===== src/rtl/cnu_min_fold.sv =====
`default_nettype none
// ============================================================================
// Module   : cnu_min_fold
// Purpose  : Min-sum check-node back end. Folds 4-edge group results into a
//            global min1/min2/argmin/parity, then streams CN_DEGREE messages.
//            CNU_MIN_OFFSET_EN selects offset min-sum (sel-1, floored at 0).
// Revision : 1.0
// ============================================================================
module cnu_min_fold #(
    parameter int QUAN_SIZE = 3,
    parameter int CN_DEGREE = 10,
    parameter int IDX_W     = 4
) (
    input  logic                 sys_clk,
    input  logic                 rst,
    input  logic                 in_valid,
    output logic                 in_ready,
    input  logic [QUAN_SIZE-1:0] in_m1,
    input  logic [QUAN_SIZE-1:0] in_m2,
    input  logic [1:0]           in_min_index,
    input  logic [3:0]           in_sign,
    output logic                 out_valid,
    input  logic                 out_ready,
    output logic [QUAN_SIZE-1:0] out_mag,
    output logic                 out_sign,
    output logic [IDX_W-1:0]     out_edge,
    output logic                 out_last
);

    localparam int BEATS = (CN_DEGREE + 3) / 4;
    localparam int c_beat_w = (IDX_W > 2) ? IDX_W - 2 : 1;
    localparam logic [c_beat_w-1:0] c_last_beat = c_beat_w'(BEATS - 1);
    localparam logic [IDX_W-1:0]    c_last_edge = IDX_W'(CN_DEGREE - 1);

    typedef enum logic [0:0] {
        ST_ACCUM = 1'b0,
        ST_EMIT  = 1'b1
    } state_t;

    state_t                 r_state;
    logic [c_beat_w-1:0]    r_beat_cnt;
    logic [IDX_W-1:0]       r_edge_cnt;
    logic [QUAN_SIZE-1:0]   r_min1;
    logic [QUAN_SIZE-1:0]   r_min2;
    logic [IDX_W-1:0]       r_arg;
    logic                   r_parity;
    logic [CN_DEGREE-1:0]   r_edge_sign;
    logic                   r_out_valid;
    logic [QUAN_SIZE-1:0]   r_out_mag;
    logic                   r_out_sign;
    logic                   r_out_last;

    logic [3:0]             w_mask;
    logic [IDX_W-1:0]       w_arg_in;
    logic [QUAN_SIZE-1:0]   w_min1_nx;
    logic [QUAN_SIZE-1:0]   w_min2_nx;
    logic [IDX_W-1:0]       w_arg_nx;
    logic                   w_parity_nx;
    logic [CN_DEGREE-1:0]   w_edge_sign_nx;
    logic [(1<<IDX_W)-1:0]  w_sign_ext;
    logic [IDX_W-1:0]       w_edge_nx;
    logic [QUAN_SIZE-1:0]   w_sel_first;
    logic [QUAN_SIZE-1:0]   w_sel_nx;

    function automatic logic [QUAN_SIZE-1:0] f_mag(input logic [QUAN_SIZE-1:0] sel);
`ifdef CNU_MIN_OFFSET_EN
        f_mag = (sel == '0) ? sel : sel - QUAN_SIZE'(1);
`else
        f_mag = sel;
`endif
    endfunction

    // Fold of the current beat into the accumulators; padded edges are masked
    // out of the parity and never written to edge_sign.
    always_comb begin
        w_mask = '0;
        for (int k = 0; k < 4; k++) begin
            w_mask[k] = (int'(r_beat_cnt) * 4 + k) < CN_DEGREE;
        end
        w_arg_in    = IDX_W'({r_beat_cnt, in_min_index});
        w_min1_nx   = r_min1;
        w_min2_nx   = r_min2;
        w_arg_nx    = r_arg;
        w_parity_nx = r_parity ^ (^(in_sign & w_mask));
        if (r_beat_cnt == '0) begin
            w_min1_nx   = in_m1;
            w_min2_nx   = in_m2;
            w_arg_nx    = w_arg_in;
            w_parity_nx = ^(in_sign & w_mask);
        end else if (in_m1 < r_min1) begin
            w_min1_nx = in_m1;
            w_min2_nx = (r_min1 < in_m2) ? r_min1 : in_m2;
            w_arg_nx  = w_arg_in;
        end else begin
            w_min2_nx = (in_m1 < r_min2) ? in_m1 : r_min2;
        end

        w_edge_sign_nx = r_edge_sign;
        for (int e = 0; e < CN_DEGREE; e++) begin
            if ((e / 4) == int'(r_beat_cnt)) begin
                w_edge_sign_nx[e] = in_sign[e % 4];
            end
        end
    end

    always_comb begin
        w_sign_ext                = '0;
        w_sign_ext[CN_DEGREE-1:0] = r_edge_sign;
        w_edge_nx                 = r_edge_cnt + IDX_W'(1);
        w_sel_first               = (w_arg_nx == '0) ? w_min2_nx : w_min1_nx;
        w_sel_nx                  = (w_edge_nx == r_arg) ? r_min2 : r_min1;
    end

    always_ff @(posedge sys_clk) begin
        if (rst) begin
            r_state     <= ST_ACCUM;
            r_beat_cnt  <= '0;
            r_edge_cnt  <= '0;
            r_min1      <= '0;
            r_min2      <= '0;
            r_arg       <= '0;
            r_parity    <= 1'b0;
            r_edge_sign <= '0;
            r_out_valid <= 1'b0;
            r_out_mag   <= '0;
            r_out_sign  <= 1'b0;
            r_out_last  <= 1'b0;
        end else begin
            case (r_state)
                ST_ACCUM: begin
                    if (in_valid) begin
                        r_min1      <= w_min1_nx;
                        r_min2      <= w_min2_nx;
                        r_arg       <= w_arg_nx;
                        r_parity    <= w_parity_nx;
                        r_edge_sign <= w_edge_sign_nx;
                        if (r_beat_cnt == c_last_beat) begin
                            // Edge 0 is built from the just-folded values.
                            r_state     <= ST_EMIT;
                            r_beat_cnt  <= '0;
                            r_edge_cnt  <= '0;
                            r_out_valid <= 1'b1;
                            r_out_mag   <= f_mag(w_sel_first);
                            r_out_sign  <= w_parity_nx ^ w_edge_sign_nx[0];
                            r_out_last  <= 1'b0;
                        end else begin
                            r_beat_cnt <= r_beat_cnt + c_beat_w'(1);
                        end
                    end
                end
                ST_EMIT: begin
                    if (r_out_valid && out_ready) begin
                        if (r_edge_cnt == c_last_edge) begin
                            r_state     <= ST_ACCUM;
                            r_beat_cnt  <= '0;
                            r_out_valid <= 1'b0;
                            r_out_last  <= 1'b0;
                        end else begin
                            r_edge_cnt <= w_edge_nx;
                            r_out_mag  <= f_mag(w_sel_nx);
                            r_out_sign <= r_parity ^ w_sign_ext[w_edge_nx];
                            r_out_last <= (w_edge_nx == c_last_edge);
                        end
                    end
                end
                default: r_state <= ST_ACCUM;
            endcase
        end
    end

    assign in_ready  = (r_state == ST_ACCUM);
    assign out_valid = r_out_valid;
    assign out_mag   = r_out_mag;
    assign out_sign  = r_out_sign;
    assign out_edge  = r_edge_cnt;
    assign out_last  = r_out_last;

endmodule
`default_nettype wire


===== config.mk =====
export PLATFORM = sky130hd
export DESIGN_NAME = cnu_min_fold
export DESIGN_NICKNAME = d
export VERILOG_FILES = /design/src/rtl/cnu_min_fold.sv
export SDC_FILE = /design/constraint.sdc
export NUM_CORES = 1
export LEC_CHECK = 0
export BUFFER_PORTS_ARGS = -buffer_cell sky130_fd_sc_hd__buf_2
export CAP_MARGIN = 20
export CELL_PAD_IN_SITES_DETAIL_PLACEMENT = 0
export CELL_PAD_IN_SITES_GLOBAL_PLACEMENT = 1
export CORE_UTILIZATION = 39
export DETAILED_ROUTE_END_ITERATION = 16
export GPL_TIMING_DRIVEN = 0
export HOLD_SLACK_MARGIN = 0.08
export PLACE_DENSITY_LB_ADDON = 0.1
export SLEW_MARGIN = 20
export SYNTH_ARGS = -nofsm -noshare
export SYNTH_HDL_FRONTEND = slang
export SYNTH_SLANG_ARGS = --single-unit
export TNS_END_PERCENT = 1

===== constraint.sdc =====
create_clock -name sys_clk -period 2 [get_ports sys_clk]
set_input_delay 0.4 -clock sys_clk [delete_from_list [all_inputs] [get_ports sys_clk]]
set_output_delay 0.4 -clock sys_clk [all_outputs]
set_load 0.01 [all_outputs]

# Word level (Yosys, flattened, before mapping)
# Cells that the tools add are included.
# W data, S select, Z words.
[classes]
add_sub_neg = 5
magnitude_cmp = 8
n_eq_ne = 11
n_mux = 49
n_bitwise = 5
reduce_logical = 13
[op_table]
columns = ["op", "count"]
rows = [
  ["$mux W3", 12],
  ["$mux W4", 6],
  ["$mux W1", 19],
  ["$lt A5 B4 Y1 const B", 3],
  ["$reduce_and A3 Y1", 5],
  ["$add A4 B2 Y5 const B", 2],
  ["$lt A3 B3 Y1", 3],
  ["$eq A4 B4 Y1 const B", 2],
  ["$mux W2", 4],
  ["$pmux W1 S2", 4],
  ["$pmux W4 S2", 1],
  ["$reduce_and A4 Y1", 2],
  ["$ne A2 B1 Y1 const B", 3],
  ["$pmux W3 S2", 1],
  ["$add A4 B1 Y5 const B", 1],
  ["$lt A4 B5 Y1 const B", 1],
  ["$add A4 B1 Y4 const B", 1],
  ["$and A4 B4 Y4", 1],
  ["$bmux W1 S4", 1],
  ["$eq A2 B2 Y1 const A", 2],
  ["$eq A4 B4 Y1", 1],
  ["$logic_not A2 Y1", 2],
  ["$logic_not A4 Y1", 1],
  ["$lt A4 B4 Y1 const B", 1],
  ["other kinds (9)", 12],
]
[totals]
regBits = 34
in_bits = 16
output_inout_bits = 11
elab_cells = 106

# Longest topological paths before layout
# Gate-level depths: netlist of the first run.
[depth]
word_depth = 10
depth_mapped = 9
ltp_nobuf = 9

# Least setup slack after synthesis of the first run
# Ideal clock, no wire load.
[synth_path]
path_kind = "flip-flop to flip-flop"
start = "register r_edge_cnt[0], in the netlist out_edge[0]"
end = "register r_out_sign, in the netlist out_sign"
setup_time_ns = 0.096
arrival_ns = 2.132
t_required_ns = 1.904
slack_ns = -0.227
path_stages_with_launch = 10
n_path_buf = 1
synth_period_minus_slack_ns = 2.227
path_cell_list = "dfxtp_1 -> buf_6 -> inv_1 -> ha_1 -> mux4_2 -> mux2i_1 -> o21ai_1 -> xor2_1 -> nor2_1 -> o41ai_2"
[synth_via]
elab_chain_cells = 7
word_cells_on_any_way = 10
classes_between = "add/sub (1); eq/ne (2); mux (5); bitwise (1); reduce/logical (1)"
[synth_rtl]
columns = ["element", "line_no", "rtl"]
rows = [
  ["start, declared", "42", "logic [IDX_W-1:0] r_edge_cnt;"],
  ["start signal, assigned", "159", "r_edge_cnt <= w_edge_nx;"],
  ["$add A4 B1 Y4", "109", "w_edge_nx = r_edge_cnt + IDX_W'(1);"],
  ["$bmux W1 S4", "161", "r_out_sign <= r_parity ^ w_sign_ext[w_edge_nx];"],
  ["$mux W1 (implied by the code)", "161", ""],
  ["$xor A1 B1 Y1", "161", ""],
  ["$mux W1", "153", "if (r_edge_cnt == c_last_edge) begin"],
  ["$mux W1", "152", "if (r_out_valid && out_ready) begin"],
  ["$pmux W1 S2", "129", "case (r_state)"],
  ["end signal, assigned", "144", "r_out_sign <= w_parity_nx ^ w_edge_sign_nx[0];"],
  ["end signal, assigned", "161", ""],
  ["end, declared", "50", "logic r_out_sign;"],
]
# Several ways; a longest one is shown, not always the timed one. The select of a mux whose other input is x is not followed.
# A chain may end at the register's enable or synchronous reset.

# Final worst setup path of the first run
[layout_path]
start = "register r_min1[2]"
end = "register r_out_mag[1], in the netlist out_mag[1]"
[layout_via]
elab_chain_cells = 8
word_cells_on_any_way = 14
classes_between = "order compare (2); mux (11); reduce/logical (1)"
[layout_rtl]
columns = ["element", "line_no", "rtl"]
rows = [
  ["start, declared", "43", "logic [QUAN_SIZE-1:0] r_min1;"],
  ["start signal, assigned", "132", "r_min1 <= w_min1_nx;"],
  ["$lt A3 B3 Y1, on equally long branches", "90, 92", ""],
  ["$mux W4 or $mux W3 (tied branches)", "90, 92", ""],
  ["$mux W4 or $mux W3 (tied branches)", "85, 90", ""],
  ["$logic_not A4 Y1 or $mux W3 (tied branches)", "110, 85", ""],
  ["$mux W3 (*)", "110", "w_sel_first = (w_arg_nx == '0) ? w_min2_nx : w_min1_nx;"],
  ["$mux W3 (*)", "137", "if (r_beat_cnt == c_last_beat) begin"],
  ["$mux W3 (*)", "131", "if (in_valid) begin"],
  ["$pmux W3 S2 (*)", "129", ""],
  ["end signal, assigned", "143", "r_out_mag <= f_mag(w_sel_first);"],
  ["end signal, assigned", "160", "r_out_mag <= f_mag(w_sel_nx);"],
  ["end, declared", "49", "logic [QUAN_SIZE-1:0] r_out_mag;"],
]
# Every way passes the cells marked *; elsewhere a longest branch is shown, timed or not. The select of a mux whose other input is x is not followed.

==> results of run 1 <==
## routing by layer
| metal | up-vias | track usage, % |
|---|---|---|
| met5 | - | 0 |
| met4 | 0 | 4.73 |
| met3 | 2 | 4.10 |
| met2 | 27 | 33.8 |
| met1 | 943 | 30.2 |
| li1 | 989 | - |
## critical path, cell delays in order (launching register included)
cell,delay (ns)
dfxtp_4,0.36
inv_4,0.04
ha_4,0.23
a21oi_4,0.21
o21a_4,0.20
nor4_2,0.05
o22ai_2,0.37
a211oi_2,0.06
a211o_1,0.28
a32o_1,0.20
## path summary, 6_finish.rpt
path | slack [ns] | cells past startpoint | endpoint
setup / recovery | -0.10 | 9 | out_mag[1]
hold / removal | 0.38 | 3 | r_edge_sign[3]
setup reg to reg | -0.10 | 9 | out_mag[1]
hold reg to reg | 0.48 | 2 | r_edge_sign[2]
## area by class of cell
| cell class | count | area, sq um |
|---|---|---|
| clock inverters | 2 | 12.5 |
| flip-flops and latches | 34 | 692 |
| multi-input cells | 196 | 1470 |
| clock buffers | 6 | 82.6 |
| well taps | 70 | 87.6 |
| plain buffers | 12 | 62.6 |
| fillers | 513 | 2480 |
| repair buffers | 39 | 230 |
| inverters | 13 | 51.3 |
## logic make-up after synthesis
kind of cell / Yosys count / share of synthesized area (%)
AO/OA/AOI/OAI: 65 / 19.9
XOR/XNOR: 11 / 4.91
adder cells (fa/ha/maj): 9 / 5.32
buffers and inverters: 25 / 5.08
flip-flops: 34 / 32.2
multiplexers: 26 / 13.7
AND/OR/NAND/NOR: 85 / 18.9
## per-stage QoR
stage | hold slack (ns) | setup slack, ns | instances
2_1_floorplan | 0.450 | -0.00164 | 255
3_3_place_gp | 0.464 | -0.431 | 350
3_5_place_dp | 0.468 | -0.430 | 350
4_1_cts | 0.372 | -0.0743 | 368
5_1_grt | 0.385 | -0.159 | 372
6_report | 0.378 | -0.104 | 372
## sequential cells by signal, indices dropped and copies added (netlist names)
name         flops
out_edge         4
out_last         1
out_mag          3
out_sign         1
out_valid        1
r_arg            4
r_beat_cnt       2
r_edge_sign     10
r_min1           3
r_min2           3
r_parity         1
r_state          1
## power breakdown
group | internal, W | switching (W)
Clock | 0.000277 | 0.000267
Sequential | 0.000708 | 0.0000265
Combinational | 0.000212 | 0.000260
Total | 0.00120 | 0.000553
## repair_timing
action | CTS | global route
buffers inserted | 10 | 4
resized for setup | 21 | 5
setup endpoints to repair | 4 | 8
pin swaps | 11 | 6
## cell usage after synthesis (2+ instances only)
master     n
nor2_1    38
dfxtp_1   34
a21oi_1   24
mux2i_1   23
nand2_1   23
o21ai_0   15
inv_1     13
a211oi_1   9
ha_1       9
clkbuf_1   6
xor2_1     6
buf_2      5
nand3_1    5
xnor2_1    4
a21oi_2    3
nand3b_1   3
nor2b_1    3
nor4_1     3
o21ai_1    3
mux4_2     2
==> results.yml, run 1 <==
cells_and_area:
  nNetsFinal: 326
  area_growth_pct: 27.1
  diodes: 0
  drive_above_1_share_pct: 31.5
  final_common_cell: "nor2_1"
  layout_common_cells: "38 x nor2_1, 30 x buf_2, 29 x dfxtp_1"
  final_design_area_no_fill_sq_um: 2690
  fin_util_pct: 52.0
outcome:
  violations: "negative setup slack"
  status: "complete, but fails checks"
clock_tree:
  cts_buffers: 5
  cts_tree: "yes"
  cts_root_buf: "clkbuf_8"
  clock_tree.buffer_depth: 2
  cts_max_level: 2
  cts_hold_buf: 0
  clock-sinks: 34
  clk_pin_slew_ns: 0.08
  clk_latency_ns: 0.28
sta:
  finalCriticalPeriod_ns: 2.10
  worst_pin_slew_ns: 0.697
  post-route-period-util_pct: 105
  setup_slack_ns: -0.104
  finalSetupTns_ns: -0.277
  final-max-slew-violation-count: 0
  final-setup-viol-count: 4
  hold_viol: 0
  slew_headroom_pct: 53.5
  grt_setup_unrepaired: "yes"
  fin_skew_ns: 0.00435
  fmax_mhz: 475
grt:
  grt_first_pass_wirelength_um: 8940
  grt_antenna_before_repair: 0
  grtUsageTotal_pct: 21.4
  overflow: 0
  grt_max_degree: 12
  grt_pass1_vias: 1747
critical_path:
  required_ns: 2.18
  startpoint_type: "flip-flop"
  crit_start: "r_min1[2]"
  crit_type: "reg2reg"
  r2r_start: "r_min1[2]"
  critPathCaptureType: "flip-flop"
  crit_fanout: 5
  crit_arrival_ns: 2.28
drt:
  drc_errors: 0
  wl_met3_um: 114
  first_pass_iters: 4
  vias_per_cell: 5.27
  drt_iter0_markers: 86
  post_drt_wl_per_cell_um: 15.2
  detail_route.wirelength_um: 5670
  ant_nets: 0
  wl_met2_um: 2660
  vias: 1961
  top_layer: "met4"
  wl_met1_um: 2870
yosys:
  synthTopCellsByArea: "dfxtp_1 32%, mux2i_1 11%, nor2_1 6.7%"
  synth_edf_count: 0
  ys_seq_area_share_pct: 32.2
  synth_top_area_cell: "dfxtp_1"
  ys_types: 44
  synth_area_sq_um: 2120
  synth_ff_type: "dfxtp_1"
  ys_seq_elements: 34
  syn_nets: 280
  synthCells: 255
  synth.top_cell.area_share_pct: 32.2
  avgSynthCellArea_sq_um: 8.30
  yosysWarningCount: 0
  async_reset_ff_share_pct: 0
pwr:
  ir_drop_mv: 0.387
  power_leakage_nw: 1.14
  powerDensity_nw_per_um2: 650
  p_total_w: 0.00175
floorplanning:
  boundaryPins: 27
  start_util_pct: 40.9
  die_area_sq_um: 5730
  core_area_sq_um: 5170
  die_x_um: 75.7
  rows: 26
  die_height_um: 75.7
placed_design:
  routabilityCongestion: 0.819
  dpl_cell_area_sq_um: 2370
  io_buffers: 25
  dp_hpwl_um: 4060
flow_run:
  maxCapViolCount: 0
hold_path:
  hp-start: "in_sign[3]"
  hold_class: "in2reg"
(Power assumes the default switching activity.)
==> run 2, diff against run 1 <==
- PLACE_DENSITY: not set -> 0.85
- PLACE_DENSITY_LB_ADDON: 0.1 -> not set
==> run 2 against run 1 <==
Combinational power shrank 1%; highest routed layer unchanged; power shrank 1.4%; first-iteration DRC count shrank 2.3%; global-route usage shrank 0.88 points; the run still ends with negative setup slack left; largest cell class unchanged; clock skew grew 0.0012 ns.
==> results.yml, run 2 (synthesis gave the netlist of run 1 again) <==
outcome:
  status: "complete, but fails checks"
  violations: "negative setup slack"
sta:
  grt_setup_unrepaired: "yes"
  finalSetupTns_ns: -0.170
  finalCriticalPeriod_ns: 2.07
  holdWs_ns: 0.386
  worst_pin_slew_ns: 0.606
  fin_skew_ns: 0.00557
  post-route-period-util_pct: 104
  final-max-slew-violation-count: 0
  setup_slack_ns: -0.0702
  final-setup-viol-count: 3
  hold_viol: 0
  fmax_mhz: 483
  slew_headroom_pct: 59.6
floorplanning:
  core_area_sq_um: 5170
  boundaryPins: 27
  die_height_um: 75.7
  die_x_um: 75.7
  die_area_sq_um: 5730
  start_util_pct: 40.9
  rows: 26
grt:
  overflow: 0
  grtUsageTotal_pct: 20.5
  grt_antenna_before_repair: 0
  grt_pass1_vias: 1832
  grt_max_degree: 11
  grt_first_pass_wirelength_um: 8700
drt:
  vias_per_cell: 5.29
  vias: 1983
  detail_route.wirelength_um: 5540
  ant_nets: 0
  first_pass_iters: 5
  post_drt_wl_per_cell_um: 14.8
  drt_iter0_markers: 84
  drc_errors: 0
critical_path:
  crit_fanout: 3
  crit_arrival_ns: 2.25
  crit_type: "reg2reg"
  required_ns: 2.18
  critPathCaptureType: "flip-flop"
  startpoint_type: "flip-flop"
clock_tree:
  cts_hold_buf: 0
  clk_latency_ns: 0.28
  clock_tree.buffer_depth: 2
  cts_max_level: 2
  cts_buffers: 5
  cts_root_buf: "clkbuf_8"
  cts_tree: "yes"
  clk_pin_slew_ns: 0.07
  clock-sinks: 34
pwr:
  powerDensity_nw_per_um2: 643
  ir_drop_mv: 0.294
  p_total_w: 0.00172
  power_leakage_nw: 1.15
placed_design:
  routabilityCongestion: 0.885
  dp_hpwl_um: 3930
  io_buffers: 25
cells_and_area:
  final_common_cell: "nor2_1"
  drive_above_1_share_pct: 30.8
  multi_input_area_sq_um: 1440
  nFillCells: 484
  area_growth_pct: 26.6
  regMostFlops: "r_edge_sign"
  fin_util_pct: 51.8
  nNetsFinal: 329
  ff_latch_area_sq_um: 691
  layout_common_cells: "38 x nor2_1, 30 x buf_2, 30 x dfxtp_1"
  diodes: 0
  largest_reg_flops: 10
hold_path:
  hold_class: "in2reg"
flow_run:
  maxCapViolCount: 0
## run 2: path summary, 6_finish.rpt
path | slack (ns) | startpoint | depth (start not counted) | endpoint
setup reg to reg | -0.07 | r_min2[2] | 9 | out_mag[1]
hold / removal | 0.39 | in_min_index[0] | 3 | r_arg[0]
hold reg to reg | 0.48 | r_edge_sign[2] | 2 | r_edge_sign[2]
setup / recovery | -0.07 | r_min2[2] | 9 | out_mag[1]
## run 2: critical path, stage by stage, from the launching register on
cell and delay [ns]:
dfxtp_1 0.35, inv_1 0.07, ha_1 0.31, a21oi_2 0.20
o21ai_1 0.11, mux2i_1 0.18, a22o_1 0.17, a211oi_1 0.08
a211o_1 0.29, a32o_1 0.20
## run 2: power by group
group	leakage (nW)	internal [W]	switching, W
Combinational	0.826	0.000212	0.000253
Sequential	0.279	0.000708	0.0000277
Clock	0.0482	0.000278	0.000246
## run 2: final cells by class
type / count / share of cell area (%)
buffer: 12 / 2.33
timing repair buffer: 42 / 9.43
inverter: 13 / 1.91
tap: 70 / 3.27
sequential: 34 / 25.8
clock inverter: 1 / 0.187
multi-input combinational: 196 / 53.9
clock buffer: 7 / 3.22
## run 2: per-stage QoR
step           setup slack (ns)  cell area, sq um  std cells
6_report                -0.0702              2680        375
5_1_grt                  -0.206              2680        375
4_1_cts                 -0.0817              2590        369
3_5_place_dp             -0.369              2370        350
3_3_place_gp             -0.358              2370        350
2_1_floorplan          -0.00164              2150        255
## run 2: layer usage
layer | up-vias | share of wire, % | track usage, %
li1 | 990 | - | -
met1 | 950 | 47 | 26.7
met2 | 37 | 48 | 34.4
met3 | 6 | 3.1 | 3.04
met4 | 0 | 1.3 | 7.61
met5 | - | 0 | 0
## run 2: timing repair
item,in CTS,in global routing
resized for setup,12,11
buffers inserted,11,6
pin swaps,9,5
setup endpoints to repair,4,8
